===== config.mk =====
export PLATFORM = sky130hd
export DESIGN_NAME = rr_encoder_n
export DESIGN_NICKNAME = d
export VERILOG_FILES = /design/src/rtl/rr_encoder_n_pkg.sv /design/src/rtl/rr_encoder_n_pick.sv /design/src/rtl/rr_encoder_n.sv
export SDC_FILE = /design/constraint.sdc
export NUM_CORES = 1
export LEC_CHECK = 0
export BUFFER_PORTS_ARGS = -buffer_cell sky130_fd_sc_hd__buf_2
export CAP_MARGIN = 10
export CORE_MARGIN = 2
export CORE_UTILIZATION = 39
export DETAILED_ROUTE_END_ITERATION = 12
export PLACE_DENSITY = 0.66
export SLEW_MARGIN = 25
export SYNTH_ARGS = -nofsm -noshare
export SYNTH_HDL_FRONTEND = slang
export SYNTH_HIERARCHICAL = 1
export SYNTH_SLANG_ARGS = --single-unit

===== constraint.sdc =====
create_clock -name clock -period 8.9 [get_ports clock]
set_input_delay 0 -clock clock [delete_from_list [all_inputs] [get_ports clock]]
set_output_delay 0 -clock clock [all_outputs]
set_load 0.1 [all_outputs]

===== src/rtl/rr_encoder_n_pkg.sv =====
// Shared math helpers for the request encoder and the schedulers that reuse its picker.
package rr_encoder_n_pkg;

   // Number of bits needed to hold 'value'; never less than one.
   function automatic int clogb2(input int value);
      int res;
      int v;
      res = 0;
      v   = value;
      while (v > 0) begin
         res++;
         v = v >> 1;
      end
      return (res == 0) ? 1 : res;
   endfunction

   function automatic int index_width(input int size);
      return clogb2(size - 1);
   endfunction

endpackage


===== src/rtl/rr_encoder_n_pick.sv =====
// Combinational picker: first set bit of cand searching upward from ptr (RR=1),
// or lowest set bit (RR=0). Built as rotate, lowest-one detect, rotate back.
module rr_pick_n
   import rr_encoder_n_pkg::*;
#(
   parameter  int SIZE     = 8,
   parameter  int RR       = 1,
   localparam int LOG_SIZE = index_width(SIZE)
) (
   input  logic [SIZE-1:0]     cand,
   input  logic [LOG_SIZE-1:0] ptr,
   output logic [SIZE-1:0]     pick,
   output logic [LOG_SIZE-1:0] index,
   output logic                any
);

   localparam logic [LOG_SIZE:0] SIZE_W = (LOG_SIZE+1)'(SIZE);

   logic [LOG_SIZE-1:0] eff_ptr;
   logic [2*SIZE-1:0]   dbl_dn;
   logic [2*SIZE-1:0]   dbl_up;
   logic [SIZE-1:0]     rot;
   logic [SIZE-1:0]     low;
   logic [LOG_SIZE-1:0] rot_idx;
   logic [LOG_SIZE:0]   sum;

   always_comb begin
      eff_ptr = (RR != 0) ? ptr : '0;
      dbl_dn  = {cand, cand} >> eff_ptr;
      rot     = dbl_dn[SIZE-1:0];
      low     = rot & (~rot + SIZE'(1));
      rot_idx = '0;
      for (int i = 0; i < SIZE; i++) begin
         if (low[i]) rot_idx = LOG_SIZE'(i);
      end
      // Undo the rotation on the index with a modulo-SIZE add (SIZE need not be 2^n).
      sum = {1'b0, rot_idx} + {1'b0, eff_ptr};
      if (sum >= SIZE_W) sum = sum - SIZE_W;
      dbl_up = {low, low} << eff_ptr;
      pick   = dbl_up[2*SIZE-1:SIZE];
      any    = |cand;
      index  = any ? sum[LOG_SIZE-1:0] : '0;
   end

endmodule


===== src/rtl/rr_encoder_n.sv =====
// Registered request-to-index encoder: pending set/clear register, round-robin
// pointer, and a valid/ready output stage that holds under backpressure.
module rr_encoder_n
   import rr_encoder_n_pkg::*;
#(
   parameter  int SIZE     = 8,
   parameter  int RR       = 1,
   localparam int LOG_SIZE = index_width(SIZE)
) (
   input  logic                clock,
   input  logic                reset_n,
   input  logic [SIZE-1:0]     req,
   output logic                out_valid,
   input  logic                out_ready,
   output logic [LOG_SIZE-1:0] out_index,
   output logic [SIZE-1:0]     out_grant,
   output logic [SIZE-1:0]     pending
);

   localparam logic [LOG_SIZE-1:0] LAST = LOG_SIZE'(SIZE - 1);

   logic [SIZE-1:0]     pend_q, pend_d;
   logic [LOG_SIZE-1:0] ptr_q, ptr_d;
   logic                valid_q, valid_d;
   logic [LOG_SIZE-1:0] index_q, index_d;
   logic [SIZE-1:0]     grant_q, grant_d;

   logic                hs;
   logic [SIZE-1:0]     cand;
   logic [SIZE-1:0]     pick_oh;
   logic [LOG_SIZE-1:0] pick_idx;
   logic                pick_any;

   always_comb begin
      hs     = valid_q & out_ready;
      cand   = pend_q & ~(hs ? grant_q : '0);
      // Set wins over clear: a same-cycle req re-arms the bit being retired.
      pend_d = cand | req;
      ptr_d  = ptr_q;
      if (RR != 0 && hs) ptr_d = (index_q == LAST) ? '0 : index_q + LOG_SIZE'(1);
   end

   // Selection in the handshake cycle already sees the advanced pointer.
   rr_pick_n #(.SIZE(SIZE), .RR(RR)) u_pick (
      .cand  (cand),
      .ptr   (ptr_d),
      .pick  (pick_oh),
      .index (pick_idx),
      .any   (pick_any)
   );

   always_comb begin
      valid_d = valid_q;
      index_d = index_q;
      grant_d = grant_q;
      if (!valid_q || hs) begin
         valid_d = pick_any;
         index_d = pick_idx;
         grant_d = pick_oh;
      end
   end

   always_ff @(posedge clock or negedge reset_n) begin
      if (!reset_n) begin
         pend_q  <= '0;
         ptr_q   <= '0;
         valid_q <= 1'b0;
         index_q <= '0;
         grant_q <= '0;
      end else begin
         pend_q  <= pend_d;
         ptr_q   <= ptr_d;
         valid_q <= valid_d;
         index_q <= index_d;
         grant_q <= grant_d;
      end
   end

   assign out_valid = valid_q;
   assign out_index = index_q;
   assign out_grant = grant_q;
   assign pending   = pend_q;

endmodule


* Word level (Yosys, flattened, before mapping)
Index checks and enable logic that the tools add are counted.
** Word-level totals
- Register bits after elaboration :: 23
- Input port bits :: 11
- Output and inout port bits :: 20
- Logic and storage cells :: 34
** Operators by class
- Add/subtract/negate cells :: 4
- Magnitude comparators :: 1
- Equal/unequal tests :: 1
- Shift-type cells :: 2
- Multiplexer cells :: 12
- Bitwise operators :: 6
- Reductions and logical operators :: 3
** Operator list (number)
- 2-to-1 mux 3 bit :: 8
- AND 8 bit :: 2
- NOT 8 bit :: 2
- << shifter 16 x 3 -> 16 bit :: 1
- right shift 16 x 3 -> 8 bit :: 1
- adder 8 x 1 -> 8 bit, second input constant :: 1
- 2-to-1 mux 8 bit :: 1
- bitwise OR 8 bit :: 1
- OR reduction 8 bit :: 1
- adder 3 x 3 -> 4 bit :: 1
- greater-or-equal comparator 4 bit, second input constant :: 1
- 2-to-1 mux 2 bit :: 2
- adder 3 x 1 -> 3 bit, second input constant :: 1
- equality test 3 bit, second input constant :: 1
- subtractor 3 x 1 -> 3 bit, second input constant :: 1
- AND 1 bit :: 1
- logical NOT 1 bit :: 1
- logical OR 1 bit :: 1
- 2-to-1 mux 1 bit :: 1

* Depth between registers and ports, before layout
Gate-level depths: netlist of the first run.
- Word-level depth :: 19
- Gate-level depth with buffers :: 17

* Hierarchy
Netlist of the first run, hierarchy kept.
** Modules (own cells, without submodules)
- rr_pick_n :: times used 1, cells each 121, area each 1022.2 µm², sequential area each 0.0 µm²
- rr_encoder_n :: times used 1, cells each 70, area each 999.7 µm², sequential area each 575.6 µm²

* Worst setup path after synthesis of the first run
OpenSTA, ideal clock, no wires.
- Path kind :: reg2reg
- Start point :: register valid_q (netlist: out_valid)
- End point :: register index_q[2] (netlist: out_index[2])
- Setup time :: 0.126 ns
- Arrival :: 4.224 ns
- Data required time :: 8.774 ns
- Path slack :: 4.550 ns
- Cell stages (with the launch flop) :: 18
- Clock period less this slack :: 4.350 ns
- Cell sequence :: dfrtp_1 > buf_2 > and2_1 > mux2_2 > buf_6 > buf_6 > buf_2 > mux4_2 > mux2i_4 > a211oi_1 > nor3b_1 > o21ai_1 > ha_1 > fa_1 > xor2_1 > nand2_1 > mux2i_1 > mux2_4
** On the way
- Elaborated cells on any way between the ends :: 24
- Classes of those cells :: add/sub (3); order compare (1); shift (1); mux (11); bitwise (5); reduce/logical (3)
** RTL lines
- start, declared :: line rr_encoder_n.sv:24 : logic valid_q, valid_d;
- start signal, assigned :: line rr_encoder_n.sv:73 : valid_q <= valid_d;
- AND 1 bit (*) :: line rr_encoder_n.sv:35 : hs = valid_q & out_ready;
- 2-to-1 mux 3 bit (*) :: line rr_encoder_n.sv:40 : if (RR != 0 && hs) ptr_d = (index_q == LAST) ? '0 : index_q + LOG_SIZE'(1);
- net ptr_d[1] :: line rr_encoder_n.sv:23 : logic [LOG_SIZE-1:0] ptr_q, ptr_d;
- right shift 16 x 3 -> 8 bit :: line rr_encoder_n_pick.sv:29 : dbl_dn = {cand, cand} >> eff_ptr;
- NOT 8 bit :: line rr_encoder_n_pick.sv:31 : low = rot & (~rot + SIZE'(1));
- adder 8 x 1 -> 8 bit :: line rr_encoder_n_pick.sv:31
- AND 8 bit :: line rr_encoder_n_pick.sv:31
- 2-to-1 mux 1 bit :: line rr_encoder_n_pick.sv:34 : if (low[i]) rot_idx = LOG_SIZE'(i);
- 2-to-1 mux 2 bit (2 in series) :: line rr_encoder_n_pick.sv:34
- 2-to-1 mux 3 bit (4 in series) :: line rr_encoder_n_pick.sv:34
- adder 3 x 3 -> 4 bit (*) :: line rr_encoder_n_pick.sv:37 : sum = {1'b0, rot_idx} + {1'b0, eff_ptr};
- greater-or-equal comparator 4 bit or subtractor 3 x 1 -> 3 bit (tied branches) :: line rr_encoder_n_pick.sv:38 : if (sum >= SIZE_W) sum = sum - SIZE_W;
- 2-to-1 mux 3 bit (*) :: line rr_encoder_n_pick.sv:38
- 2-to-1 mux 3 bit (*) :: line rr_encoder_n_pick.sv:42 : index = any ? sum[LOG_SIZE-1:0] : '0;
- net pick_idx[2] :: line rr_encoder_n.sv:31 : logic [LOG_SIZE-1:0] pick_idx;
- end signal, assigned :: line rr_encoder_n.sv:74 : index_q <= index_d;
- end, declared :: line rr_encoder_n.sv:25 : logic [LOG_SIZE-1:0] index_q, index_d;
Mark *: on every way through the listed nets, which the timed path passes. The rest lies on a longest branch.
A chain may end at the register's enable or synchronous reset.

* Worst setup path in the final report of the first run
Same ends and word-level chain as after synthesis.

==> implementation parameters, run 1 <==
Parameter                              Value

Die
  Overall die height    76.01 um
  Number of core rows    26
  Placeable core area    roughly 0.0050 sq mm
  Floorplan die width    76.01 um
  Starting Density    0.4010
  Overall die area    0.005777 sq mm
  I/O pin cnt    31

Synth
  FF+latch count, synth    23
  Share of Yosys cell area claimed by the top area cell type    0.2847
  Top flip-flop cell by instance count after synthesis    dfrtp_1
  Number of standard cells after synthesis    191
  Sequential element share of the synthesized area    0.2847
  Cell type contributing the most total cell area after synthesis    dfrtp_1
  Top area cells in the synthesized netlist    dfrtp_1 (28%), mux2i_1 (10%), mux4_2 (7.8%), mux2_4 (6.7%), mux2_2 (4.5%)
  Cell area after synthesis    around 0.002 sq mm
  Synth cell types    50
  Synth cell count leaders    dfrtp_1 (23), mux2i_1 (21), and2_1 (12)
  Fraction of synthesis flops using an asynchronous set or reset pin    1.000
  Library cell with the highest instance count after synthesis    dfrtp_1
  Mean area per synthesized cell    10.59 sq um
  Post-synthesis net count    206
  EDFF count, synth    0
  Warnings, synthesis    6

Run status
  Result of the run    completed

Route
  Vias per cell    approximately 5.5
  Wire length after detailed routing    4500 um
  Number of violations reported at the end of detailed-routing iteration 0    74
  1st-pass router iterations    4
  ANT nets after route    0
  Count of unresolved DRC violations after routing    0
  Average routed wire per standard cell    around 16 um
  Via count    around 1600

GRT
  Maximum number of pins on one net before global-route repair    35
  Aggregate global routing overflow    0
  Via count of the first global-routing pass    1552
  First-pass GRT wire length    between 7000 and 8000 um
  Global-route total usage across every layer    0.1607
  Number of antenna violations at the first check in global routing    0

Clock network
  CTS Hold Buffers Added    9
  Deepest clock path buffer count    2
  Setup repair bufs after CTS    0
  Clock-pin transition on the worst setup and hold timing paths    roughly 80 ps
  Buffer type at the clock tree root    clkbuf_8
  Cells resized by post-CTS repair    0
  TritonCTS sink count    23
  H-tree Lvls    1
  Worst skew pair latency    270 ps
  Num CTS Buffers    3
  CTS tree    built

Critical path
  Cell-by-cell trace of the critical path    and2_1, mux2_2, mux4_2, mux2i_4, a211oi_1, nor3b_1, o21ai_1, ha_1, fa_1, xor2_1, nand2_1, mux2i_1, mux2_4
  CP endpoint kind    flip-flop
  Classification of the worst setup path    reg2reg
  Critical path startpoint category    flip-flop
  Delay of the slowest critical-path stage    approximately 670 ps
  Worst Path Required    9060 ps
  Cell with the largest stage delay on the worst path    mux2_2
  Arrival @ worst endpoint    4190 ps
  Largest fanout on the critical path    26

STA
  Hold slack    151.0 ps
  Final setup skew    6.558 ps
  Final sum of negative setup slack    0 ps
  Final number of max-transition violations    0
  Fraction of the cycle the final worst path needs    0.4523
  Fmax    ~250 MHz
  Relative max-transition margin    0.4604
  RSZ-0062 raised after global routing    no
  Final hold viol count    0
  Measured slew at the worst slew-check pin    809.3 ps
  Fin crit period    4026 ps
  Number of setup violations in the final report    0

Finish
  Inserted Diodes    0
  Area growth from synthesis to layout    13.12%
  Fraction of layout cells with a size suffix above 1    0.3151
  Post-layout nets    235

Flow run
  Max-cap viol count    0

Place
  Port Buffer Count    30
  Final HPWL DP    around 3200 um
  Final weighted congestion in routability-driven placement    0.8655

Worst hold path
  Hold Path Class    in2reg
-- stage by stage --
step	cell area (sq um)	cells	setup WS [ps]	utilization
after detailed placement	2152	276	4893	0.4268
after floorplan	2022	191	4550	-
after CTS	2287	289	4876	0.4536
after global routing	2287	289	4681	0.4536
after global placement	2152	276	4955	0.4268
final	2287	289	4874	0.4536
-- critical path, delay by kind of cell, from the launching register on --
family	cells	cell delay [ps]
mux	5	1820
flops	1	540
simple gates	3	610
fa+ha+maj	2	560
xor+xnor	1	160
compound gates	2	190
-- metal layers --
metal	GRT usage	part of all wire	up-vias
met5	0	0	-
met4	0.06000	0.016	0
met3	0.03081	0.046	9
met2	0.2580	0.48	56
met1	0.2163	0.46	767
li1	-	-	765
-- kinds of logic (layout without fill, tap and decap cells) --
logic type	Yosys count	in the layout	synth area share
buffers and inverters	18	46	0.05879
AND/OR/NAND/NOR	63	63	0.1776
multiplexers	48	48	0.3156
XOR/XNOR	1	1	0.004332
flip-flops	23	23	0.2847
adder cells (fa/ha/maj)	4	4	0.02847
AO/OA/AOI/OAI	34	34	0.1306
-- flip-flops by register name (all words and copies together), names as in the netlist --
register and flops:
pending 8, out_valid 1, out_grant 8, ptr_q 3, out_index 3
-- cells in the final DEF (no fill, tap or decap), types with 2 or more instances in the layout --
master and instances:
nor2b_1 8, buf_2 30, and2_1 12, nor4_1 2, o21ai_1 3, nand2_1 9, mux2_1 2, mux2i_1 21
mux4_2 7, a21oi_2 2, o21ai_0 2, dlygate4sd3_1 9, nand3_1 11, nand4_1 4, nor2_1 8, dfrtp_1 23
inv_1 2, mux2_4 9, ha_1 3, nand2b_1 2, a21o_1 8, mux2_2 8, clkbuf_8 3, a211oi_1 2
a31oi_1 4
-- final cells by class --
type / instances / area [sq um]
fill: 483 / 2755
multi-input combinational: 150 / 1328
sequential: 23 / 575.6
timing repair buffer: 39 / 240.2
tap: 70 / 87.58
clock buffer: 4 / 45.04
inverter: 3 / 11.26
-- worst paths after layout --
check | from | end | slack (ps) | depth (start not counted)
worst max-delay path | out_valid$_DFFE_PN0P_ | out_index[2]$_DFFE_PN0P_ | 4870 | 13
worst min-delay path | out_ready | pending[2]$_DFF_PN0_ | 150 | 3
worst max register to register | out_valid$_DFFE_PN0P_ | out_index[2]$_DFFE_PN0P_ | 4870 | 13
worst min register to register | pending[2]$_DFF_PN0_ | pending[2]$_DFF_PN0_ | 490 | 1
max in group asynchronous | reset_n | out_grant[5]$_DFFE_PN0P_ | 8320 | 2
min in group asynchronous | reset_n | out_grant[4]$_DFFE_PN0P_ | 230 | 2
Power of run 1 is left out: the tool's default activity adds up to more than one toggle a clock period on the data nets, which glitch-free logic cannot reach.
==> run 2: changes to the inputs <==
Settings changed: ABC_AREA set to 1.
Clock period 8.9 ns to 4 ns, I/O delays scaled along.
==> run 2 against run 1 <==
  * Synthesized cell count up 55%
  * Critical path type unchanged
  * Cell count up 38%
  * Global-route usage up 0.96 points
  * Maximum frequency grew 14%
  * Die area is 0.42% lower
  * Synthesized area shrank 0.43%
  * Wire length up 2.9%
  * Via count up 19%
  * Highest routed layer unchanged
==> implementation parameters, run 2 <==
Parameter                              Value

Finish
  Core utilization of the finished layout    0.4563 (+0.002730)
  Most frequent cells in the layout    nand2_1 (105), nand3_1 (65), buf_2 (30)
  Most common library cell in the layout ignoring fill and taps    nand2_1
  Fraction of layout cells with a size suffix above 1    0.2432 (-0.07191)
  Inserted Diodes    0 (unchanged)
  Area growth from synthesis to layout    14.29%
  # fillers    510 (+5.6%)
  Post-layout nets    345 (+47%)

Route
  Number of violations reported at the end of detailed-routing iteration 0    138 (+86%)
  Count of unresolved DRC violations after routing    0 (unchanged)
  Wire length after detailed routing    4632 um (+2.9%)
  Via count    1907 (+19%)
  ANT nets after route    0 (unchanged)
  Average routed wire per standard cell    11.61 um (-25%)
  Vias per cell    4.779 (-14%)
  1st-pass router iterations    4 (unchanged)

Critical path
  Arrival @ worst endpoint    3700 ps (-490 ps)
  Start of the worst register-to-register path    out_index[0]$_DFFE_PN0P_
  Largest fanout on the critical path    18 (-31%)
  Worst path top cell family by delay    simple AND/OR/NAND/NOR gates
  Worst Path Required    4160 ps (-4900 ps)
  Cell with the largest stage delay on the worst path    dfrtp_1
  Worst R2R Setup Slack    450 ps (-4420 ps)
  Classification of the worst setup path    reg2reg
  Number of gates on the worst path with buffers counted    23 (+10)
  Delay of the slowest critical-path stage    410 ps (-260 ps)
  CP endpoint kind    flip-flop
  CP Buf/Inv Count    2 (+2)
  Critical path startpoint category    flip-flop
  Reg2reg path depth    23 (+10)
  Most frequent cell on the critical path    nand2_1
  Cell-by-cell trace of the critical path    ha_1, ha_1, nor2_1, nand2_1, nand2_1, inv_2, nand2_1, nand3_1, nand2_1, nand2_1, nand2_4, nand3_4, nor2_8, nand2_2, nand3_1, ha_1, fa_1, xor2_1, inv_1, nand2_1, a21oi_2, nand2_1, nand2_1
  Crit Reg-Reg Endpoint    out_index[2]$_DFFE_PN0P_

Place
  Final HPWL DP    3612 um (+13%)
  Worst-case setup slack after placement    464.3 ps (-4429 ps)
  Port Buffer Count    30 (unchanged)
  Final weighted congestion in routability-driven placement    0.8558 (-1.1%)

Clock network
  Deepest clock path buffer count    2 (unchanged)
  TritonCTS sink count    23 (unchanged)
  Cells resized by post-CTS repair    0 (unchanged)
  Num CTS Buffers    3 (unchanged)
  Worst skew pair latency    260 ps (about the same)
  H-tree Lvls    1 (unchanged)
  CTS tree    built
  Buffer type at the clock tree root    clkbuf_8
  Clock-pin transition on the worst setup and hold timing paths    80 ps (about the same)

Synth
  Post-synthesis share of cell area spent on xor and xnor gates    0.004351 (+0.00001885)
  Synth cell count leaders    nand2_1 (105), nand3_1 (65), inv_1 (26)
  Sequential element share of the synthesized area    0.2859 (+0.001238)
  Synth cell types    23 (-54%)
  Top area cells in the synthesized netlist    dfrtp_1 (29%), nand2_1 (20%), nand3_1 (16%), nand2_4 (5.6%), inv_1 (4.8%)
  Top flip-flop cell by instance count after synthesis    dfrtp_1
  Warnings, synthesis    6 (unchanged)
  Share of Yosys cell area claimed by the top area cell type    0.2859 (+0.001238)
  FF+latch count, synth    23 (unchanged)
  Multiplexer fraction of the synthesized cell area    0 (-0.3156)
  Library cell with the highest instance count after synthesis    nand2_1
  Number of standard cells after synthesis    296 (+55%)
  EDFF count, synth    0 (unchanged)
  Post-Synth Simple-Gate Area    0.5438 (+0.3662)
  Main combinational cell family by area after synthesis    simple AND/OR/NAND/NOR gates
  Compound-gate portion of the synthesized area    0.02051 (-0.1101)
  Mean area per synthesized cell    6.801 sq um (-36%)
  Synthesized-area fraction occupied by adder cells    0.02859 (+0.0001238)
  Cell area after synthesis    0.002013 sq mm (-0.43%)
  Cell type contributing the most total cell area after synthesis    dfrtp_1
  Post-synthesis net count    311 (+51%)
  Fraction of synthesis flops using an asynchronous set or reset pin    1.000 (unchanged)

Die
  Placeable core area    0.005042 sq mm (unchanged)
  Number of core rows    26 (unchanged)
  Overall die height    75.85 um (-0.21%)
  Floorplan die width    75.85 um (-0.21%)
  I/O pin cnt    31 (unchanged)
  Starting Density    0.3993 (-0.001737)
  Overall die area    0.005752 sq mm (-0.42%)

STA
  Final setup skew    2.861 ps (-3.697 ps)
  Final sum of negative setup slack    0 ps (unchanged)
  Final number of max-transition violations    0 (unchanged)
  RSZ-0062 raised after global routing    no
  Relative max-transition margin    0.4289 (-0.03156)
  Fin crit period    3547 ps (-478.9 ps)
  Fmax    281.9 MHz (+14%)
  Number of setup violations in the final report    0 (unchanged)
  Fraction of the cycle the final worst path needs    0.8867 (+0.4344)
  Hold slack    163.8 ps (+12.74 ps)
  Least setup slack across all paths after layout    453.3 ps (-4421 ps)
  Final hold viol count    0 (unchanged)
  Measured slew at the worst slew-check pin    848.8 ps (+39.51 ps)

Worst hold path
  Hold path cells    4 (+1)
  Worst-case hold path end point    pending[1]$_DFF_PN0_
  Hold_sp    out_ready
  Hold Path Class    in2reg

GRT
  Via count of the first global-routing pass    1690 (+8.9%)
  First-pass GRT wire length    7728 um (+1.6%)
  Number of antenna violations at the first check in global routing    0 (unchanged)
  Global-route total usage across every layer    0.1704 (+0.009633)
  Aggregate global routing overflow    0 (unchanged)
  Maximum number of pins on one net before global-route repair    24 (-31%)

Run status
  Result of the run    completed

Flow run
  Max-cap viol count    0 (unchanged)
[run 2: cell types whose count changed in the layout (fill, tap and decap cells not counted), moves of 9 or more]
| cell | change |
|---|---|
| nand2_2 | +12 |
| mux2i_1 | -21 |
| inv_1 | +24 |
| nand2_4 | +10 |
| nand2_1 | +96 |
| and2_1 | -12 |
| mux2_4 | -9 |
| nand3_1 | +54 |
[run 2: worst max-delay path by stage]
stage / startpoint / to
floorplan: out_index[0]$_DFFE_PN0P_ / out_index[2]$_DFFE_PN0P_
global placement: out_index[0]$_DFFE_PN0P_ / out_index[2]$_DFFE_PN0P_
detailed placement: out_index[0]$_DFFE_PN0P_ / out_index[2]$_DFFE_PN0P_
CTS: out_index[0]$_DFFE_PN0P_ / out_index[2]$_DFFE_PN0P_
global route: out_index[0]$_DFFE_PN0P_ / out_index[2]$_DFFE_PN0P_
finish: out_index[0]$_DFFE_PN0P_ / out_index[2]$_DFFE_PN0P_
[run 2: routing by layer]
metal,up-vias,GRT usage,part of all wire
li1,1002,-,-
met1,846,0.2520,0.48
met2,57,0.2739,0.46
met3,2,0.007937,0.045
met4,0,0.03704,0.0058
met5,-,0,0
[run 2: repair_timing]
action,4_1_cts,5_1_grt
setup buffers,0,0
hold buffers,9,0
hold endpoints to repair,31,0
[run 2: worst reg2reg max path: cells and delay by family (launching register included)]
| kind | cells | cell delay [ps] |
|---|---|---|
| DFF | 1 | 410 |
| buffers and inverters | 2 | 320 |
| AOI/OAI and AO/OA | 1 | 50 |
| xor gates and xnor gates | 1 | 180 |
| and+or+nand+nor | 15 | 1780 |
| adders and majority gates | 4 | 710 |
[run 2: cell families (layout without fill, tap and decap cells)]
| kind of cell | count (synthesis) | after routing |
|---|---|---|
| buf+inv | 46 | 79 |
| fa+ha+maj | 4 | 4 |
| flops | 23 | 23 |
| simple gates | 216 | 216 |
| compound gates | 6 | 6 |
| xor+xnor | 1 | 1 |
[run 2: cell type report]
cell class	count	area, sq um	share of cell area
Multi-Input combinational cell	227	1202	0.5226
Sequential cell	23	575.6	0.2501
Timing Repair Buffer	43	270.3	0.1175
Inverter	32	120.1	0.05220
Tap cell	70	87.58	0.03806
Clock buffer	4	45.04	0.01958
[run 2: metrics by stage]
stage / cell area, sq um / instances
2_1_floorplan: 2013 / 296
3_3_place_gp: 2166 / 386
3_5_place_dp: 2166 / 386
4_1_cts: 2301 / 399
5_1_grt: 2301 / 399
6_report: 2301 / 399
Power of run 2 is left out for the same reason.
==> run 3: changes to the inputs <==
--- a/config.mk
+++ b/config.mk
@@ -10,7 +10,7 @@
 export CAP_MARGIN = 10
 export CORE_MARGIN = 2
-export CORE_UTILIZATION = 39
+export CORE_UTILIZATION = 57
 export DETAILED_ROUTE_END_ITERATION = 12
-export PLACE_DENSITY = 0.66
+export PLACE_DENSITY = 0.88
 export SLEW_MARGIN = 25
 export SYNTH_ARGS = -nofsm -noshare
==> constraint.sdc (replaced) <==
create_clock -name clock -period 4 [get_ports clock]
set_input_delay 0.2 -clock clock [delete_from_list [all_inputs] [get_ports clock]]
set_output_delay 0.2 -clock clock [all_outputs]
set_load 0.1 [all_outputs]
==> run 3 against run 2 <==
  * Global-route usage rose by 8.8 points
  * Wire length is 4.0% higher
  * Cell count decreased by 8.0%
  * Register-to-register slack lost 30 ps
  * Maximum frequency decreased by 0.92%
  * Sequential share of layout area grew 1.5 points
  * Via count grew 3.4%
  * Count of clock-buffer cells in the layout fell by 1
  * First-iteration DRC count down 11%
  * Core utilization up 19 points
  * Hold slack lost 110 ps
  * Non-clock buffer count decreased by 8
==> implementation parameters, run 3 (synthesis gave the netlist of run 2 again) <==
Parameter                              Value

Run status
  Result of the run    completed

Critical path
  Classification of the worst setup path    reg2reg
  Arrival @ worst endpoint    3810 ps (+110 ps)
  Largest fanout on the critical path    18 (unchanged)
  CP endpoint kind    flip-flop
  Critical path startpoint category    flip-flop
  Worst Path Required    4230 ps (+70 ps)

Place
  Port Buffer Count    30 (unchanged)
  Final HPWL DP    3792 um (+5.0%)
  Final weighted congestion in routability-driven placement    0.9349 (+9.2%)

STA
  Final number of max-transition violations    0 (unchanged)
  Relative max-transition margin    0.3141 (-0.1148)
  RSZ-0062 raised after global routing    no
  Fraction of the cycle the final worst path needs    0.8950 (+0.008277)
  Fin crit period    3580 ps (+33.11 ps)
  Final hold viol count    0 (unchanged)
  Number of setup violations in the final report    0 (unchanged)
  Final setup skew    4.523 ps (+1.662 ps)
  Measured slew at the worst slew-check pin    1019 ps (+170.6 ps)
  Fmax    279.3 MHz (-0.92%)
  Final sum of negative setup slack    0 ps (unchanged)

GRT
  Via count of the first global-routing pass    1824 (+7.9%)
  Aggregate global routing overflow    0 (unchanged)
  Most used routing layer in global routing    met2
  First-pass GRT wire length    8314 um (+7.6%)
  Met3 Usage GRT    0.04286 (+0.03492)
  Global-route total usage across every layer    0.2579 (+0.08753)
  Number of antenna violations at the first check in global routing    0 (unchanged)
  Global-route met2 utilization    0.4237 (+0.1497)
  Maximum number of pins on one net before global-route repair    24 (unchanged)
  Met1 usage    0.3620 (+0.1100)

Worst hold path
  Hold Path Class    in2reg

Route
  1st-pass router iterations    4 (unchanged)
  Number of violations reported at the end of detailed-routing iteration 0    123 (-11%)
  Vias per cell    5.371 (+12%)
  Wire length after detailed routing    4818 um (+4.0%)
  Count of unresolved DRC violations after routing    0 (unchanged)
  ANT nets after route    0 (unchanged)
  Average routed wire per standard cell    13.13 um (+13%)
  Via count    1971 (+3.4%)

Clock network
  CTS tree    built
  Cells resized by post-CTS repair    0 (unchanged)
  Deepest clock path buffer count    2 (unchanged)
  TritonCTS sink count    23 (unchanged)
  CTS Hold Buffers Added    1 (-8)
  Clock-pin transition on the worst setup and hold timing paths    140 ps (+60 ps)
  Setup repair bufs after CTS    0 (unchanged)
  H-tree Lvls    1 (unchanged)
  Num CTS Buffers    3 (unchanged)
  Worst skew pair latency    320 ps (+60 ps)
  Buffer type at the clock tree root    clkbuf_4

Die
  Overall die area    0.004023 sq mm (-30%)
  Placeable core area    0.003363 sq mm (-33%)
  Starting Density    0.5986 (+0.1993)
  Overall die height    63.43 um (-16%)
  I/O pin cnt    31 (unchanged)
  Number of core rows    21 (-19%)
  Floorplan die width    63.43 um (-16%)

Finish
  Post-layout nets    337 (-2.3%)
  Most common library cell in the layout ignoring fill and taps    nand2_1
  Inserted Diodes    0 (unchanged)
  Area growth from synthesis to layout    7.955%
  Fraction of layout cells with a size suffix above 1    0.2523 (+0.009175)
  Most frequent cells in the layout    nand2_1 (105), nand3_1 (65), buf_2 (30)

Flow run
  Max-cap viol count    0 (unchanged)
==> run 3: cell types whose count changed in the layout (fill, tap and decap cells not counted), sizes merged <==
cell         previous run  this run
dlygate4sd3             9         1
clkbuf                  4         3
clkinv                  0         1
==> run 3: worst paths after layout <==
| check | cells after the start | start | end | slack [ps] |
|---|---|---|---|---|
| max in group asynchronous | 2 | reset_n | out_grant[4]$_DFFE_PN0P_ | 3310 |
| worst min-delay path | 3 | req[6] | pending[6]$_DFF_PN0_ | 50 |
| worst min register to register | 2 | pending[0]$_DFF_PN0_ | pending[0]$_DFF_PN0_ | 500 |
| worst max-delay path | 22 | out_index[0]$_DFFE_PN0P_ | out_index[2]$_DFFE_PN0P_ | 420 |
| min in group asynchronous | 2 | reset_n | pending[1]$_DFF_PN0_ | 360 |
| worst max register to register | 22 | out_index[0]$_DFFE_PN0P_ | out_index[2]$_DFFE_PN0P_ | 420 |
==> run 3: final cells by class <==
| type | instances | area, sq um |
|---|---|---|
| well taps | 46 | 57.56 |
| flip-flops and latches | 23 | 575.6 |
| fillers | 339 | 1190 |
| clock buffers | 3 | 22.52 |
| inverters | 32 | 120.1 |
| multi-input cells | 227 | 1202 |
| repair buffers | 35 | 190.2 |
| clock inverters | 1 | 5.005 |
==> run 3: critical path, stage by stage (launching register included) <==
cell and delay, ps:
dfrtp_1 440, ha_1 210, ha_1 170, nor2_1 110, nand2_1 60, nand2_1 320
inv_2 250, nand2_1 160, nand3_1 100, nand2_1 100, nand2_1 90, nand2_4 110
nor2_4 50, nor2_1 100, nand3_1 80, ha_1 200, fa_1 370, xor2_1 190
inv_1 70, nand2_1 80, a21oi_2 50, nand2_1 110, nand2_1 50
==> run 3: through the flow <==
stage	hold slack, ps	area (sq um)	std cells	utilization	worst slack [ps]
finish	51.33	2173	367	0.6462	420.1
global route	49.69	2173	367	0.6462	72.46
CTS	52.07	2173	367	0.6462	447.2
detailed placement	193.5	2136	362	0.6350	469.4
global placement	192.6	2136	362	0.6350	626.9
floorplan	-95.59	2013	296	-	384.6
==> run 3: layer usage <==
metal | vias up | routed length (um)
met4 | 0 | 28
met1 | 914 | 2116
met3 | 4 | 240
li1 | 989 | -
met2 | 64 | 2432
met5 | - | 0
Power of run 3 is left out for the same reason.
